<file path="src/rtl/rtc_updown_timer_pkg.sv">
// rtl/rtc_updown_timer_pkg.sv - shared types, field limits and preset clamp helper
// Purpose: time_t layout used by the timer top, field maxima and clamp_time().
// Ports: none (package).
package rtc_pkg;

  typedef struct packed {
    logic [4:0] hour;
    logic [5:0] min;
    logic [5:0] sec;
    logic [9:0] msec;
  } time_t;

  localparam int MSEC_MAX = 999;
  localparam int SEC_MAX  = 59;
  localparam int MIN_MAX  = 59;

  // Out-of-range preset values saturate to the field maximum rather than wrap.
  function automatic time_t clamp_time(input time_t t, input int hours);
    time_t r;
    r = t;
    if (int'(t.msec) > MSEC_MAX)  r.msec = 10'(MSEC_MAX);
    if (int'(t.sec)  > SEC_MAX)   r.sec  = 6'(SEC_MAX);
    if (int'(t.min)  > MIN_MAX)   r.min  = 6'(MIN_MAX);
    if (int'(t.hour) > hours - 1) r.hour = 5'(hours - 1);
    return r;
  endfunction

endpackage

</file>
<file path="src/rtl/rtc_updown_timer_if.sv">
// rtl/rtc_updown_timer_if.sv - control, preset and time/pulse bundle of the timer
// Purpose: groups every non-clock/reset signal of rtc_updown_timer.
// Ports: master drives run/down/preset/alarm_we and preset buses, reads time and pulses;
//        slave is the timer side.
interface rtc_updown_timer_if;

  logic       run_i;
  logic       down_i;
  logic       preset_i;
  logic       alarm_we_i;
  logic [9:0] msec_preset;
  logic [5:0] sec_preset;
  logic [5:0] min_preset;
  logic [4:0] hour_preset;
  logic [9:0] msec;
  logic [5:0] sec;
  logic [5:0] min;
  logic [4:0] hour;
  logic       tick_o;
  logic       wrap_o;
  logic       done_o;
  logic       alarm_o;

  modport master (
    output run_i, down_i, preset_i, alarm_we_i,
    output msec_preset, sec_preset, min_preset, hour_preset,
    input  msec, sec, min, hour, tick_o, wrap_o, done_o, alarm_o
  );

  modport slave (
    input  run_i, down_i, preset_i, alarm_we_i,
    input  msec_preset, sec_preset, min_preset, hour_preset,
    output msec, sec, min, hour, tick_o, wrap_o, done_o, alarm_o
  );

endinterface

</file>
<file path="src/rtl/rtc_updown_timer_digit.sv">
// rtl/rtc_updown_timer_digit.sv - one modulo-(MAX+1) up/down time field
// Purpose: single time field with load, enable and carry/borrow out.
// Ports: clk_i/rst_i clock and async reset; en advance; down direction; load/load_value
//        synchronous load (wins over en); value_o current; next_o value after this edge;
//        carry_o set when en and the field is about to wrap (MAX up, 0 down).
module rtc_digit #(
  parameter int WIDTH = 6,
  parameter int MAX   = 59
) (
  input  logic             clk_i,
  input  logic             rst_i,
  input  logic             en,
  input  logic             down,
  input  logic             load,
  input  logic [WIDTH-1:0] load_value,
  output logic [WIDTH-1:0] value_o,
  output logic [WIDTH-1:0] next_o,
  output logic             carry_o
);

  localparam logic [WIDTH-1:0] MAX_V = WIDTH'(MAX);
  localparam logic [WIDTH-1:0] ONE_V = WIDTH'(1);

  logic [WIDTH-1:0] value_q;
  logic [WIDTH-1:0] value_d;

  always_comb begin
    value_d = value_q;
    if (load) begin
      value_d = load_value;
    end else if (en) begin
      if (down) value_d = (value_q == '0)    ? MAX_V : value_q - ONE_V;
      else      value_d = (value_q == MAX_V) ? '0    : value_q + ONE_V;
    end
  end

  always_ff @(posedge clk_i or posedge rst_i) begin
    if (rst_i) value_q <= '0;
    else       value_q <= value_d;
  end

  assign carry_o = en && (down ? (value_q == '0) : (value_q == MAX_V));
  assign value_o = value_q;
  assign next_o  = value_d;

endmodule

</file>
<file path="src/rtl/rtc_updown_timer.sv">
// rtl/rtc_updown_timer.sv - prescaled hour:min:sec:msec up/down timer with alarm
// Purpose: divides clk_i by CLK_FREQ/TICK_FREQ and advances the time fields each tick,
//          counting up (wall clock) or down (saturating countdown), with preset and alarm.
// Ports: clk_i clock; rst_i async active-high reset; bus (slave) carries run/down/preset/
//        alarm_we controls, preset buses, time fields and the tick/wrap/done/alarm pulses.
module rtc_updown_timer
  import rtc_pkg::*;
#(
  parameter int CLK_FREQ  = 50_000_000,
  parameter int TICK_FREQ = 1000,
  parameter int HOURS     = 24
) (
  input logic              clk_i,
  input logic              rst_i,
  rtc_updown_timer_if.slave bus
);

  // DIV must be >= 2, so PW is at least 1.
  localparam int            DIV        = CLK_FREQ / TICK_FREQ;
  localparam int            PW         = $clog2(DIV);
  localparam logic [PW-1:0] PRESC_LAST = PW'(DIV - 1);
  localparam logic [PW-1:0] PRESC_ONE  = PW'(1);

  logic [PW-1:0] presc_q, presc_d;
  logic          tick_q, tick_d;
  logic          wrap_q, wrap_d;
  logic          done_q, done_d;
  logic          alarm_q, alarm_d;
  time_t         alarm_time_q, alarm_time_d;

  time_t      preset_raw, preset_val, cur, nxt;
  logic       tick_en, fire, at_zero, en_msec;
  logic       c_msec, c_sec, c_min, c_hour;
  logic [9:0] msec_v, msec_n;
  logic [5:0] sec_v, sec_n, min_v, min_n;
  logic [4:0] hour_v, hour_n;

  assign preset_raw = {bus.hour_preset, bus.min_preset, bus.sec_preset, bus.msec_preset};
  assign preset_val = clamp_time(preset_raw, HOURS);

  assign cur = {hour_v, min_v, sec_v, msec_v};
  assign nxt = {hour_n, min_n, sec_n, msec_n};

  // A tick due in the same cycle as a preset is dropped: the preset owns the fields.
  assign tick_en = bus.run_i && (presc_q == PRESC_LAST);
  assign fire    = tick_en && !bus.preset_i;
  assign at_zero = (cur == '0);
  // Down-count saturates at zero: the tick still pulses but no field moves.
  assign en_msec = fire && !(bus.down_i && at_zero);

  rtc_digit #(.WIDTH(10), .MAX(MSEC_MAX)) u_msec (
    .clk_i(clk_i), .rst_i(rst_i), .en(en_msec), .down(bus.down_i),
    .load(bus.preset_i), .load_value(preset_val.msec),
    .value_o(msec_v), .next_o(msec_n), .carry_o(c_msec)
  );

  rtc_digit #(.WIDTH(6), .MAX(SEC_MAX)) u_sec (
    .clk_i(clk_i), .rst_i(rst_i), .en(c_msec), .down(bus.down_i),
    .load(bus.preset_i), .load_value(preset_val.sec),
    .value_o(sec_v), .next_o(sec_n), .carry_o(c_sec)
  );

  rtc_digit #(.WIDTH(6), .MAX(MIN_MAX)) u_min (
    .clk_i(clk_i), .rst_i(rst_i), .en(c_sec), .down(bus.down_i),
    .load(bus.preset_i), .load_value(preset_val.min),
    .value_o(min_v), .next_o(min_n), .carry_o(c_min)
  );

  rtc_digit #(.WIDTH(5), .MAX(HOURS - 1)) u_hour (
    .clk_i(clk_i), .rst_i(rst_i), .en(c_min), .down(bus.down_i),
    .load(bus.preset_i), .load_value(preset_val.hour),
    .value_o(hour_v), .next_o(hour_n), .carry_o(c_hour)
  );

  always_comb begin
    presc_d = presc_q;
    if (bus.preset_i)    presc_d = '0;
    else if (bus.run_i)  presc_d = (presc_q == PRESC_LAST) ? '0 : presc_q + PRESC_ONE;

    alarm_time_d = alarm_time_q;
    if (bus.alarm_we_i) alarm_time_d = {preset_val.hour, preset_val.min, preset_val.sec, 10'd0};

    tick_d  = fire;
    // Hour carrying out on an up tick means every field was at its maximum.
    wrap_d  = fire && !bus.down_i && c_hour;
    done_d  = fire && bus.down_i && !at_zero && (nxt == '0);
    // Alarm register holds msec = 0, so a full compare also requires msec == 0.
    alarm_d = fire && (nxt == alarm_time_q);
  end

  always_ff @(posedge clk_i or posedge rst_i) begin
    if (rst_i) begin
      presc_q      <= '0;
      tick_q       <= 1'b0;
      wrap_q       <= 1'b0;
      done_q       <= 1'b0;
      alarm_q      <= 1'b0;
      alarm_time_q <= '0;
    end else begin
      presc_q      <= presc_d;
      tick_q       <= tick_d;
      wrap_q       <= wrap_d;
      done_q       <= done_d;
      alarm_q      <= alarm_d;
      alarm_time_q <= alarm_time_d;
    end
  end

  assign bus.msec    = msec_v;
  assign bus.sec     = sec_v;
  assign bus.min     = min_v;
  assign bus.hour    = hour_v;
  assign bus.tick_o  = tick_q;
  assign bus.wrap_o  = wrap_q;
  assign bus.done_o  = done_q;
  assign bus.alarm_o = alarm_q;

endmodule

</file>
<file path="src/flat_wrapper.sv">
// flat-port wrapper written by rule: the top's interface ports become plain ports
module rtc_updown_timer_flat import rtc_pkg::*;
#(
  parameter int CLK_FREQ  = 50_000_000,
  parameter int TICK_FREQ = 1000,
  parameter int HOURS     = 24
)
  (clk_i, rst_i, bus_run_i, bus_down_i, bus_preset_i, bus_alarm_we_i, bus_msec_preset, bus_sec_preset, bus_min_preset, bus_hour_preset, bus_msec, bus_sec, bus_min, bus_hour, bus_tick_o, bus_wrap_o, bus_done_o, bus_alarm_o);
  rtc_updown_timer_if bus_i ();
  input logic clk_i;
  input logic rst_i;
  input wire logic [$bits(bus_i.run_i)-1:0] bus_run_i;
  input wire logic [$bits(bus_i.down_i)-1:0] bus_down_i;
  input wire logic [$bits(bus_i.preset_i)-1:0] bus_preset_i;
  input wire logic [$bits(bus_i.alarm_we_i)-1:0] bus_alarm_we_i;
  input wire logic [$bits(bus_i.msec_preset)-1:0] bus_msec_preset;
  input wire logic [$bits(bus_i.sec_preset)-1:0] bus_sec_preset;
  input wire logic [$bits(bus_i.min_preset)-1:0] bus_min_preset;
  input wire logic [$bits(bus_i.hour_preset)-1:0] bus_hour_preset;
  output wire logic [$bits(bus_i.msec)-1:0] bus_msec;
  output wire logic [$bits(bus_i.sec)-1:0] bus_sec;
  output wire logic [$bits(bus_i.min)-1:0] bus_min;
  output wire logic [$bits(bus_i.hour)-1:0] bus_hour;
  output wire logic [$bits(bus_i.tick_o)-1:0] bus_tick_o;
  output wire logic [$bits(bus_i.wrap_o)-1:0] bus_wrap_o;
  output wire logic [$bits(bus_i.done_o)-1:0] bus_done_o;
  output wire logic [$bits(bus_i.alarm_o)-1:0] bus_alarm_o;
  assign bus_i.run_i = bus_run_i;
  assign bus_i.down_i = bus_down_i;
  assign bus_i.preset_i = bus_preset_i;
  assign bus_i.alarm_we_i = bus_alarm_we_i;
  assign bus_i.msec_preset = bus_msec_preset;
  assign bus_i.sec_preset = bus_sec_preset;
  assign bus_i.min_preset = bus_min_preset;
  assign bus_i.hour_preset = bus_hour_preset;
  assign bus_msec = bus_i.msec;
  assign bus_sec = bus_i.sec;
  assign bus_min = bus_i.min;
  assign bus_hour = bus_i.hour;
  assign bus_tick_o = bus_i.tick_o;
  assign bus_wrap_o = bus_i.wrap_o;
  assign bus_done_o = bus_i.done_o;
  assign bus_alarm_o = bus_i.alarm_o;
  rtc_updown_timer #(.CLK_FREQ(CLK_FREQ), .TICK_FREQ(TICK_FREQ), .HOURS(HOURS)) u_core (.clk_i(clk_i), .rst_i(rst_i), .bus(bus_i));
endmodule
</file>
<file path="config.mk">
export PLATFORM = sky130hd
export DESIGN_NAME = rtc_updown_timer_flat
export DESIGN_NICKNAME = d
export VERILOG_FILES = /design/src/rtl/rtc_updown_timer_pkg.sv /design/src/rtl/rtc_updown_timer_if.sv /design/src/rtl/rtc_updown_timer_digit.sv /design/src/rtl/rtc_updown_timer.sv /design/src/flat_wrapper.sv
export SDC_FILE = /design/constraint.sdc
export NUM_CORES = 1
export LEC_CHECK = 0
export CAP_MARGIN = 20
export CORE_MARGIN = 4
export CORE_UTILIZATION = 40
export DETAILED_ROUTE_END_ITERATION = 6
export PLACE_DENSITY_LB_ADDON = 0.15
export SETUP_SLACK_MARGIN = 0.02
export SLEW_MARGIN = 20
export SYNTH_ARGS = -nofsm -noshare
export SYNTH_HDL_FRONTEND = slang
export SYNTH_SLANG_ARGS = --single-unit
</file>
<file path="constraint.sdc">
create_clock -name clk_i -period 7.6 [get_ports clk_i]
set_input_delay 0.76 -clock clk_i [delete_from_list [all_inputs] [get_ports clk_i]]
set_output_delay 0.76 -clock clk_i [all_outputs]
set_load 0.01 [all_outputs]
</file>
Word-level counts from Yosys, hierarchy flattened
Index checks and enable logic that the tools add are counted.

storage, ports and cells
  bits in registers = 64
  input bits = 33
  output and inout port bits = 31
  word-level logic and storage cells = 87

cells by class
  add/sub/neg operators = 9
  $lt $le $gt $ge = 4
  equal/unequal tests = 6
  multiplexer cells = 31
  reduce and logical (&&, ||, !) cells = 25

operator list
  operator                 count
  $mux W6                  12
  $mux W10                 6
  $logic_not A27 Y1        2
  $mux W16                 3
  $mux W5                  6
  $eq A27 B27 Y1           1
  $add A16 B1 Y16 const B  1
  $eq A16 B16 Y1 const B   1
  $logic_and A1 B1 Y1      14
  $add A6 B1 Y6 const B    2
  $eq A6 B6 Y1 const B     2
  $gt A6 B6 Y1 const B     2
  $logic_not A6 Y1         2
  $sub A6 B1 Y6 const B    2
  $add A10 B1 Y10 const B  1
  $eq A10 B10 Y1 const B   1
  $gt A10 B10 Y1 const B   1
  $logic_not A10 Y1        1
  $sub A10 B1 Y10 const B  1
  $add A5 B1 Y5 const B    1
  $eq A5 B5 Y1 const B     1
  $gt A5 B5 Y1 const B     1
  $logic_not A5 Y1         1
  $sub A5 B1 Y5 const B    1
  other kinds (3)          9

Longest topological paths before layout
Gate-level depths: netlist of run 1.

  depth in word-level cells = 11
  depth in mapped cells = 11
  mapped depth without buffers = 11

Cells and area by module
From an unflattened synthesis of run 1, not the netlist that was laid out.

second synthesis, totals
  cells, all modules = 559
  area total of the unflattened synthesis = 4842.1 um2

modules (own cells, without submodules)
  module                        times used  cells an instance  area an instance (um2)  sequential area each (um2)
  rtc_updown_timer              1           211                2110.8                  925.9
  rtc_digit (u_core.u_min ...)  2           79                 640.6                   150.1
  rtc_digit (u_core.u_msec)     1           135                994.7                   250.2
  rtc_digit (u_core.u_hour)     1           55                 455.4                   125.1

Worst setup path before layout of run 1
Ideal clock, no wire load.

  path kind = register to register
  start point = register u_core.u_msec.value_q[0] (netlist: u_core.u_msec.value_o[0])
  end point = register u_core.alarm_q (netlist: u_core.bus.alarm_o)
  setup time = 0.107 ns
  arrival time = 2.998 ns
  required time = 7.493 ns
  setup slack = 4.496 ns
  cell stages (with the launch flop) = 11
  path buffers = 0
  clock period less this slack = 3.104 ns
  cell sequence = dfrtp_1 > inv_1 > ha_1 > nor3b_1 > nand3_2 > o21ai_2 > nand2_1 > a311o_1 > a2111oi_2 > nand4_1 > a2111oi_4

between the ends
  word-level cells in the longest chain between the ends = 11
  elaborated cells on any way between the ends = 25
  those cells by class = add/sub: 2; eq/ne: 2; mux: 12; reduce/logical: 9

ends and longest elaborated chain
  item                                                     line                          RTL
  start: declaration                                       rtc_updown_timer_digit.sv:24  logic [WIDTH-1:0] value_q;
  start signal: assignment                                 rtc_updown_timer_digit.sv:39  else value_q <= value_d;
  branches (longest 9 deep; another with $add A10 B1 Y10)  n/a
  $eq A27 B27 Y1 (*)                                       rtc_updown_timer.sv:88        alarm_d = fire && (nxt == alarm_time_q);
  $logic_and A1 B1 Y1 (*)                                  rtc_updown_timer.sv:88
  via u_core.alarm_d                                       rtc_updown_timer.sv:28        logic alarm_q, alarm_d;
  end signal: assignment                                   rtc_updown_timer.sv:104       alarm_q <= alarm_d;
  end: declaration                                         rtc_updown_timer.sv:28

Mark *: on every way through the listed nets, which the timed path passes.
A chain may end at the register's enable or synchronous reset.

Worst setup path in the final report of run 1
  start point = input port bus_down_i
  end point = register u_core.alarm_q (netlist: u_core.bus.alarm_o)

between the ends
  word-level cells in the longest chain between the ends = 10
  elaborated cells on any way between the ends = 23
  those cells by class = eq/ne: 1; mux: 15; reduce/logical: 7

ends and longest elaborated chain
  item                              line                          RTL
  start: declaration                flat_wrapper.sv:13            input wire logic [$bits(bus_i.down_i)-1:0] bus_down_i;
  $logic_and A1 B1 Y1               rtc_updown_timer.sv:49        assign en_msec = fire && !(bus.down_i && at_zero);
  $logic_not A1 Y1                  rtc_updown_timer.sv:49
  $logic_and A1 B1 Y1               rtc_updown_timer.sv:49
  $logic_and A1 B1 Y1 (3 in a row)  rtc_updown_timer_digit.sv:42  assign carry_o = en && (down ? (value_q == '0) : (value_q == MAX_V));
  $mux W5                           rtc_updown_timer_digit.sv:31  end else if (en) begin
  $mux W5                           rtc_updown_timer_digit.sv:29  if (load) begin
  $eq A27 B27 Y1 (*)                rtc_updown_timer.sv:88
  $logic_and A1 B1 Y1 (*)           rtc_updown_timer.sv:88
  via u_core.alarm_d                rtc_updown_timer.sv:28

The timed path passes the listed nets; every way through them passes the cells marked *.

==> impl_metrics.tcl, run 1 <==
set metrics [dict create \
    timing.max_slew.rel_slack_pct 36.8 \
    dpl-instance-area_sq_um 5880 \
    layout.cell_area.non_filler_sq_um 6200 \
    placement_rows 41 \
    status "complete, no violations" \
    cts_resized 0 \
    cellPowerDensity_nw_per_um2 182 \
    worst_hold_path_type "flop to flop" \
    grt_use_total_pct 22.4 \
    sequential_element_share_of_the_synthesized_area_pct 31.0 \
    path_clk_slew_ps 60 \
    synth_area_sq_um 5160 \
    route.antenna.remaining_nets 0 \
    gpl.final_weighted_congestion 0.916 \
    die-area_sq_um 14800 \
    io_buffers 63 \
    critPathLaunch "bus_down_i" \
    synth_top_area_share_pct 31.0 \
    setup_total_negative_slack_ps 0 \
    netlist_top_cells_area "sky130_fd_sc_hd__dfrtp_1 31%, sky130_fd_sc_hd__nor2_1 3.8%, sky130_fd_sc_hd__nand2_1 3.6%" \
    final_period_minus_worst_setup_slack_ps 4140 \
    synth_edf_count 0 \
    finalSetupViolCount 0 \
    post_cts_hold_buffer_count 0 \
    unrepaired_setup_endpoints_after_global_routing "no" \
    crit_path_end_kind "flop" \
    drt_pass1_iterations 5 \
    dieWidth_microns 122 \
    critical_path_launch_point_type "primary input" \
    hpwlAfterDp_mm 12.0 \
    cts-htree-levels 3 \
    crit_type "primary input to flop" \
    grt_antenna_before_repair 0 \
    clk_root_buffer_cell "sky130_fd_sc_hd__clkbuf_16" \
    initialDrtViolationCount 591 \
    mappedNetlistNets 658 \
    n_fill_cell 1249 \
    worst_slew_pin_slew_ps 944 \
    detail_route.wirelength_mm 16.4 \
    global_route_wire_length_before_repair_mm 26.0 \
    floorplan.core_area_sq_um 12600 \
    fin_nets 700 \
    syn_inst 613 \
    ys.flop_type "sky130_fd_sc_hd__dfrtp_1" \
    ctsLongestPathBuffers 2 \
    report.final.hold_viol_count 0 \
    finalCritPeriodShare_pct 54.5 \
    floorplan.initialDensity_pct 40.9 \
    wl_per_cell_microns 19.7 \
    clock_latency_ps 330 \
    grt.overflow.total 0 \
    holdCritStartpoint "u_core.presc_q[14]" \
    num_antenna_cells 0 \
    path_max_fanout 20 \
    post-synth-top-count-cell "sky130_fd_sc_hd__dfrtp_1" \
    finClkSkew_ps 6.98 \
    layout-area-overhead-vs-synth_pct 20.2 \
    post_cts.repair.setup_buffers 0 \
    tritoncts.num_buffers 9 \
    worstPathRequired_ps 7830 \
    syn_area_per_cell_sq_um 8.42 \
    die_h_microns 122 \
    cts_num_sinks 64 \
    detail_route.vias_per_cell 6.16 \
    layout-drive-gt1-share_pct 8.50 \
    detail_route.drc_violations 0 \
    cts_tree "yes" \
    dr_total_vias 5123 \
    worst_ir_drop_vdd_uv 96.7 \
    grt_max_degree 65 \
    timing_max_transition_violations_final 0 \
    power.leakage_nw 2.36 \
    grt_pass1_vias 4826 \
    crit-reg2reg-launch "u_core.u_msec.value_o[0]" \
    yosysWarningCount 0 \
    yosys.cell_types.count 87 \
    clock.fmax_mhz 241 \
    design.portCount 64 \
    worst_ep_arrival_time_ps 4370 \
    yosys_register_bits 64 \
    postSynth.asyncResetShare_pct 100 \
    max_cap_violations 0 \
    synth_top_area_cell "sky130_fd_sc_hd__dfrtp_1" \
    ys_top_cells_by_count "64 x sky130_fd_sc_hd__dfrtp_1, 52 x sky130_fd_sc_hd__nor2_1, 50 x sky130_fd_sc_hd__nand2_1, 35 x sky130_fd_sc_hd__a21oi_1, 28 x sky130_fd_sc_hd__inv_1" \
]
[cell usage in the layout, fill, tap and decap left out, types with 4 or more instances in the layout]
| master | synthesis | layout |
|---|---|---|
| sky130_fd_sc_hd__a31oi_1 | 12 | 12 |
| sky130_fd_sc_hd__nand3_1 | 24 | 24 |
| sky130_fd_sc_hd__or4_1 | 5 | 5 |
| sky130_fd_sc_hd__nor2_1 | 52 | 52 |
| sky130_fd_sc_hd__mux2_2 | 8 | 8 |
| sky130_fd_sc_hd__mux2i_1 | 11 | 11 |
| sky130_fd_sc_hd__a21oi_1 | 35 | 35 |
| sky130_fd_sc_hd__o21a_1 | 5 | 5 |
| sky130_fd_sc_hd__nor4_1 | 10 | 10 |
| sky130_fd_sc_hd__o41ai_1 | 4 | 4 |
| sky130_fd_sc_hd__o211ai_1 | 12 | 12 |
| sky130_fd_sc_hd__a221oi_1 | 4 | 4 |
| sky130_fd_sc_hd__xnor2_1 | 14 | 14 |
| sky130_fd_sc_hd__o21ai_1 | 4 | 4 |
| sky130_fd_sc_hd__o21ai_0 | 23 | 23 |
| sky130_fd_sc_hd__inv_1 | 28 | 27 |
| sky130_fd_sc_hd__o22ai_1 | 5 | 5 |
| sky130_fd_sc_hd__a21o_1 | 6 | 6 |
| sky130_fd_sc_hd__nor2b_1 | 4 | 4 |
| sky130_fd_sc_hd__clkdlybuf4s50_1 | 0 | 62 |
| sky130_fd_sc_hd__o31ai_1 | 8 | 8 |
| sky130_fd_sc_hd__nand2_1 | 50 | 50 |
| sky130_fd_sc_hd__and3_1 | 11 | 11 |
| sky130_fd_sc_hd__or3_1 | 7 | 7 |
| sky130_fd_sc_hd__nand4_1 | 16 | 16 |
| sky130_fd_sc_hd__nand2b_1 | 6 | 6 |
| sky130_fd_sc_hd__dfrtp_1 | 64 | 64 |
| sky130_fd_sc_hd__and2_1 | 4 | 4 |
| sky130_fd_sc_hd__nor3_1 | 22 | 22 |
| sky130_fd_sc_hd__o311ai_0 | 5 | 5 |
| sky130_fd_sc_hd__ha_1 | 12 | 12 |
| sky130_fd_sc_hd__xor2_1 | 20 | 20 |
| sky130_fd_sc_hd__a41oi_1 | 6 | 6 |
| sky130_fd_sc_hd__clkbuf_16 | 0 | 9 |
| sky130_fd_sc_hd__a211oi_1 | 5 | 5 |
[critical path, cell delays in order]
cell                              delay [ps]
sky130_fd_sc_hd__clkdlybuf4s50_1         860
sky130_fd_sc_hd__inv_1                   550
sky130_fd_sc_hd__a31o_2                  380
sky130_fd_sc_hd__o311ai_0                590
sky130_fd_sc_hd__nor3_1                   90
sky130_fd_sc_hd__a311o_1                 310
sky130_fd_sc_hd__a2111oi_2               410
sky130_fd_sc_hd__nand4_1                 200
sky130_fd_sc_hd__a2111oi_4               210
[kinds of logic after synthesis]
group / count (synthesis) / share of synthesized area (%)
AOI/OAI and AO/OA: 175 / 24.7
adders and majority gates: 12 / 2.91
and+or+nand+nor: 244 / 26.3
muxes: 21 / 4.53
xor gates and xnor gates: 34 / 5.77
DFF: 64 / 31.0
buffers and inverters: 63 / 4.82
[power by group]
part | leakage, nW | switching (W) | internal, W
clock | 0.159 | 0.000148 | 0.000303
combinational | 1.42 | 0.000143 | 0.000116
sequential | 0.787 | 0.0000539 | 0.000364
[sequential cells by signal (all words and copies together), names as in the netlist]
name and count:
u_core.bus.done_o 1, u_core.bus.alarm_o 1, u_core.presc_q 16, u_core.bus.wrap_o 1, u_core.u_sec.value_o 6, u_core.bus.tick_o 1
u_core.u_msec.value_o 10, u_core.alarm_time_q 17, u_core.u_hour.value_o 5, u_core.u_min.value_o 6
[through the flow]
step | total power (W) | util [%] | cells | hold WS, ps | worst slack [ps]
global placement | 0.000679 | 46.6 | 816 | 505 | 3200
global route | 0.00118 | 49.2 | 831 | 541 | 3270
CTS | 0.00113 | 49.2 | 831 | 516 | 3500
finish | 0.00113 | 49.2 | 831 | 512 | 3460
detailed placement | 0.000678 | 46.6 | 816 | 508 | 3150
floorplan | 0.000574 | - | 613 | 476 | 4500
[worst paths after layout]
check | to | slack (ps) | cells past startpoint
worst max register to register | u_core.bus.alarm_o | 3760 | 10
worst min-delay path | u_core.presc_q[14] | 510 | 1
worst max-delay path | u_core.bus.alarm_o | 3460 | 9
worst min register to register | u_core.presc_q[14] | 510 | 1
min in group asynchronous | u_core.presc_q[11] | 1000 | 3
max in group asynchronous | u_core.alarm_time_q[22] | 6020 | 3
[routing by layer]
| layer | share of wire [%] | wire, microns | vias to the layer above | track usage (%) |
|---|---|---|---|---|
| met1 | 47 | 7750 | 2483 | 33.3 |
| li1 | - | - | 2402 | - |
| met2 | 44 | 7130 | 208 | 33.1 |
| met3 | 6.7 | 1100 | 30 | 2.88 |
| met5 | 0 | 0 | - | 0 |
| met4 | 2.4 | 397 | 0 | 8.26 |
[cell type report]
type | count | area, sq um | area share, %
flip-flops and latches | 64 | 1600 | 25.8
clock inverters | 3 | 65.1 | 1.05
well taps | 172 | 215 | 3.47
clock buffers | 12 | 256 | 4.13
multi-input cells | 486 | 3310 | 53.4
inverters | 28 | 105 | 1.69
repair buffers | 66 | 648 | 10.4
Power figures use the tool's default switching activity.
==> run 2: changes to the inputs <==
- clock period: 7.6 -> 4.2 ns (I/O delays scaled with it)
==> impl_metrics.tcl, run 2 (synthesized netlist as in run 1, its figures left out) <==
set metrics [dict create \
    dp.cells 826 \
    layout-drive-gt1-share_pct 9.85 \
    fin_nets 710 \
    layout-area-overhead-vs-synth_pct 21.2 \
    io_buffers 63 \
    p_clk_share_pct 38.0 \
    crit_type "flop to flop" \
    grt_antenna_before_repair 0 \
    grt.overflow.total 0 \
    status "complete, no violations" \
    dr_total_vias 5060 \
    worst_hold_slack_ps 513 \
    global_route_wire_length_before_repair_mm 26.2 \
    ff_latch_area_sq_um 1600 \
    final_common_cell "sky130_fd_sc_hd__dfrtp_1" \
    intPower_w 0.00137 \
    report.final.hold_viol_count 0 \
    share_comb_of_total_power_pct 23.8 \
    multi_input_comb_area_sq_um 3310 \
    setup_total_negative_slack_ps 0 \
    finClkSkew_ps 3.08 \
    grt_max_degree 51 \
    worst_slew_pin_slew_ps 927 \
    path_clk_slew_ps 50 \
    route.antenna.remaining_nets 0 \
    floorplan.initialDensity_pct 40.9 \
    detail_route.drc_violations 0 \
    grt_use_total_pct 22.3 \
    worst_ir_drop_vdd_uv 195 \
    dieWidth_microns 122 \
    post_cts_hold_buffer_count 0 \
    initialDrtViolationCount 660 \
    largest_register_ffs 17 \
    floorplan.core_area_sq_um 12600 \
    crit_path_end_kind "flop" \
    cts-htree-levels 3 \
    critical_path_launch_point_type "flop" \
    num_antenna_cells 0 \
    commonest_cells_after_routing_fill_and_taps_aside "64 x sky130_fd_sc_hd__dfrtp_1, 62 x sky130_fd_sc_hd__clkdlybuf4s50_1, 52 x sky130_fd_sc_hd__nor2_1" \
    ctsLongestPathBuffers 2 \
    timing.max_slew.rel_slack_pct 38.0 \
    cellPowerDensity_nw_per_um2 317 \
    design.portCount 64 \
    gpl.final_weighted_congestion 0.916 \
    worst_hold_path_type "flop to flop" \
    final_period_minus_worst_setup_slack_ps 3630 \
    drt_pass1_iterations 5 \
    finalCritPeriodShare_pct 86.5 \
    final_setup_slack_of_the_worst_path_ps 567 \
    clk_root_buffer_cell "sky130_fd_sc_hd__clkbuf_16" \
    hpwlAfterDp_mm 12.3 \
    power.net_switching_w 0.000616 \
    post_cts.repair.setup_buffers 0 \
    power.sequential.fraction_pct 38.1 \
    max_cap_violations 0 \
    worstPathRequired_ps 4430 \
    registers.top_by_ff_count "u_core.alarm_time_q" \
    cts_resized 0 \
    pre_cts_slack_ps 542 \
    power.leakage_nw 2.40 \
    detail_route.vias_per_cell 6.01 \
    grt_pass1_vias 4758 \
    cts_tree "yes" \
    worst_ep_arrival_time_ps 3860 \
    switching_share_pct 31.1 \
    tritoncts.num_buffers 9 \
    n_fill_cell 1255 \
    die_h_microns 122 \
    clock.fmax_mhz 275 \
    detail_route.wirelength_mm 16.3 \
    unrepaired_setup_endpoints_after_global_routing "no" \
    finalSetupViolCount 0 \
    placement_rows 41 \
    timing_max_transition_violations_final 0 \
    cts_num_sinks 64 \
    clock_latency_ps 330 \
    path_max_fanout 10 \
    die-area_sq_um 14800 \
    wl_per_cell_microns 19.3 \
    post_layout_nonfiller_instances 842 \
    final_core_util_pct 49.6 \
]
[run 2: cell count changes in the layout (fill, tap and decap cells not counted), sizes merged]
cell,delta
clkbuf,+1
buf,+10
bufinv,-1
inv,-1
clkinv,+2
[run 2: routing by layer]
metal,up-vias,wire [microns],GRT usage (%)
li1,2429,-,-
met1,2441,8040,33.9
met2,178,7090,32.9
met3,12,920,2.92
met4,0,201,6.79
met5,-,0,0
[run 2: power groups by stage]
stage	clock network, W	registers (W)	logic [W]
after floorplan	0	0.000724	0.000314
after global placement	0	0.000762	0.000471
after detailed placement	0	0.000762	0.000468
after CTS	0.000768	0.000751	0.000470
after global routing	0.000797	0.000764	0.000519
final	0.000753	0.000755	0.000472
[run 2: worst paths after layout]
check / start / endpoint / slack (ps) / cells after the start
min: u_core.presc_q[14] / u_core.presc_q[14] / 510 / 1
max reg2reg: u_core.u_msec.value_o[1] / u_core.bus.alarm_o / 570 / 11
max in group asynchronous: rst_i / u_core.u_msec.value_o[7] / 2890 / 3
max: u_core.u_msec.value_o[1] / u_core.bus.alarm_o / 570 / 11
min reg2reg: u_core.presc_q[14] / u_core.presc_q[14] / 510 / 1
min in group asynchronous: rst_i / u_core.presc_q[10] / 580 / 2
[run 2: area by class of cell]
| class | count | share of cell area [%] |
|---|---|---|
| clock inverters | 3 | 0.640 |
| well taps | 172 | 3.44 |
| clock buffers | 13 | 4.16 |
| multi-input cells | 486 | 52.9 |
| repair buffers | 76 | 11.6 |
| flip-flops and latches | 64 | 25.6 |
| inverters | 28 | 1.70 |
[run 2: per-stage QoR]
stage	total power [W]	area [sq um]
final	0.00198	6260
after detailed placement	0.00123	5960
after global routing	0.00208	6260
after global placement	0.00123	5960
after CTS	0.00199	6260
after floorplan	0.00104	5160
[run 2: worst max-delay path, cell delays in order (launching register included)]
cell and delay [ps]:
sky130_fd_sc_hd__dfrtp_1 460, sky130_fd_sc_hd__inv_1 160, sky130_fd_sc_hd__ha_1 190, sky130_fd_sc_hd__nor3b_1 500
sky130_fd_sc_hd__nand3_2 300, sky130_fd_sc_hd__o21ai_2 490, sky130_fd_sc_hd__a41oi_1 200, sky130_fd_sc_hd__a2bb2oi_1 280
sky130_fd_sc_hd__xor2_1 100, sky130_fd_sc_hd__a2111oi_0 410, sky130_fd_sc_hd__nand4_1 220, sky130_fd_sc_hd__a2111oi_4 220
==> variant (config.mk and constraints of run 2) <==
`CLK_FREQ` is set to 50_000_000 in 2 places; all go to 25_000_000.
--- a/src/rtl/rtc_updown_timer.sv
+++ b/src/rtl/rtc_updown_timer.sv
@@ -7,5 +7,5 @@
   import rtc_pkg::*;
 #(
-  parameter int CLK_FREQ  = 50_000_000,
+  parameter int CLK_FREQ  = 25_000_000,
   parameter int TICK_FREQ = 1000,
   parameter int HOURS     = 24
--- a/src/flat_wrapper.sv
+++ b/src/flat_wrapper.sv
@@ -2,5 +2,5 @@
 module rtc_updown_timer_flat import rtc_pkg::*;
 #(
-  parameter int CLK_FREQ  = 50_000_000,
+  parameter int CLK_FREQ  = 25_000_000,
   parameter int TICK_FREQ = 1000,
   parameter int HOURS     = 24
Formal check against the unedited RTL: same outputs for any inputs over 10 cycles, from zero or initial values and one cycle with rst_i high; that may be too few to reach the edited logic, so the function may still have changed.
==> variant against run 2 <==
Wire length up 15%. Sequential cell count is 1 lower. Area after synthesis grew 4.6%. Worst setup slack lost 250 ps. Clock skew increased by 4.7 ps. Non-clock buffer count increased by 20. Power increased by 4.2%. Cell area rose by 5.1%. Largest cell class unchanged.
==> variant: results (changes against run 2) <==
stage,metric,value,unit,change
run_status,outcome,completed,,
place,Post-DP HPWL,13570,um,+10%
critical_path,Reg2Reg Depth,11,,unchanged
power,Comb group,524,uW,+11%
drt,Total Wirelength,18660,um,+15%
grt,first-pass GRT wire length,29560,um,+13%
clock_tree,TritonCTS buffer count,9,,unchanged
synthesis,"top cells by count, synth","dfrtp_1, nand2_1, o21ai_0, nor2_1, a21oi_1",,
cells_and_area,flip-flop count of the largest register after layout,17,,unchanged
clock_tree,post-CTS setup buffers,0,,unchanged
cells_and_area,ANT cells,0,,unchanged
cells_and_area,Finished Layout Cells,920,,+9.3%
hold_path,min-delay worst type,reg -> reg,,
clock_tree,CTS root buffer,clkbuf_16,,
synthesis,Netlist cell types,84,,-3.4%
sta,Worst slew margin,40.82,%,+2.8 points
place,PortBufs,63,,unchanged
synthesis,syn_nets,722,,+9.7%
synthesis,ranking of synthesized cells by area,"dfrtp_1, o21ai_0, nand2_1, nor2_1, a21oi_1",,
power,Int Pwr,1.401,mW,+2.6%
hold_path,Hold Path Origin,u_core.presc_q[4]$_DFFE_PP0P_,,
sta,final hold slack,520.6,ps,+7.499 ps
place,Setup WS pre-CTS,398.3,ps,-144.0 ps
power,VDD IR max,0.2141,mV,+9.8%
cells_and_area,"Net count, final",784,,+10%
synthesis,Yosys warnings,0,,unchanged
critical_path,Worst setup startpoint,u_core.u_hour.value_o[1]$_DFF_PP0_,,
sta,setup ws final,316.6,ps,-249.9 ps
critical_path,critical path capture point type,register,,
drt,Antenna Nets Post-Route,0,,unchanged
clock_tree,Worst-Skew Late Latency,350,ps,+20 ps
critical_path,CP arrival,4140,ps,+280 ps
critical_path,worst-path cell with the longest stage delay,or4b_2,,
cells_and_area,fillers,1308,,+4.2%
drt,vias per inst,6.354,,+5.7%
critical_path,reg-to-reg endpoint,u_core.bus.done_o$_DFF_PP0_,,
critical_path,CP max stage delay,710,ps,+210 ps
place,Inst Count DP,904,,+9.4%
synthesis,sequential element share of the synthesized area,29.21,%,-1.8 points
place,GPL Wtd Cong,0.9302,,+1.6%
hold_path,WHS Endpoint,u_core.presc_q[4]$_DFFE_PP0P_,,
clock_tree,post_cts resized,0,,unchanged
synthesis,asr flop ratio synth,100.0,%,unchanged
cells_and_area,largest reg by FF count,u_core.alarm_time_q,,
cells_and_area,layout cells sized above 1,9.946,%,+0.095 points
drt,initial drt markers,707,,+7.1%
critical_path,crit-path max FO,11,,+1
power,Clk network pwr share,39.9,%,+1.9 points
grt,Tot GR Track Use,24.68,%,+2.4 points
synthesis,synthesized instance count,677,,+10%
grt,vias in the first global route,5465,,+15%
drt,drt pass-1 iters,5,,unchanged
power,Static Leak,2.575,nW,+7.2%
sta,Fin Clk Skew,7.797,ps,+4.717 ps
grt,largest net degree at the start of global routing,60,,+18%
clock_tree,Clock transition at path regs,60,ps,
[variant: layout make-up]
| type | count | area (sq um) | share of cell area [%] |
|---|---|---|---|
| flip-flops and latches | 63 | 1577 | 23.96 |
| well taps | 176 | 220.2 | 3.347 |
| inverters | 31 | 116.4 | 1.769 |
| multi-input cells | 538 | 3483 | 52.95 |
| clock buffers | 11 | 232.7 | 3.537 |
| repair buffers | 96 | 868.3 | 13.20 |
| clock inverters | 5 | 81.33 | 1.236 |
[variant: through the flow]
step	cell area [sq um]	utilization (%)	total power, mW
after floorplan	5398	-	1.029
after global placement	6270	47.35	1.237
after detailed placement	6270	47.35	1.241
after CTS	6584	49.72	2.074
after global routing	6579	49.68	2.158
final	6579	49.68	2.063
[variant: critical path: cells and delay by family, from the launching register on]
family | cells | cell delay (ps)
simple gates | 4 | 1450
compound gates | 4 | 1410
flops | 1 | 440
buf+inv | 2 | 350
fa+ha+maj | 1 | 160
[variant: kinds of logic (layout without fill, tap and decap cells)]
family | count (synthesis) | after routing | share of synthesized area, %
AOI/OAI and AO/OA | 226 | 226 | 29.16
DFF | 63 | 63 | 29.21
and+or+nand+nor | 272 | 272 | 27.49
xor gates and xnor gates | 19 | 19 | 3.361
buffers and inverters | 76 | 143 | 6.259
muxes | 9 | 9 | 1.739
adders and majority gates | 12 | 12 | 2.782
[variant: metal layers]
layer | wire length [um] | vias up | global-route usage [%]
li1 | - | 2716 | -
met4 | 369 | 0 | 8.145
met1 | 8186 | 2802 | 34.72
met2 | 8400 | 297 | 37.84
met3 | 1700 | 31 | 5.086
met5 | 0 | - | 0
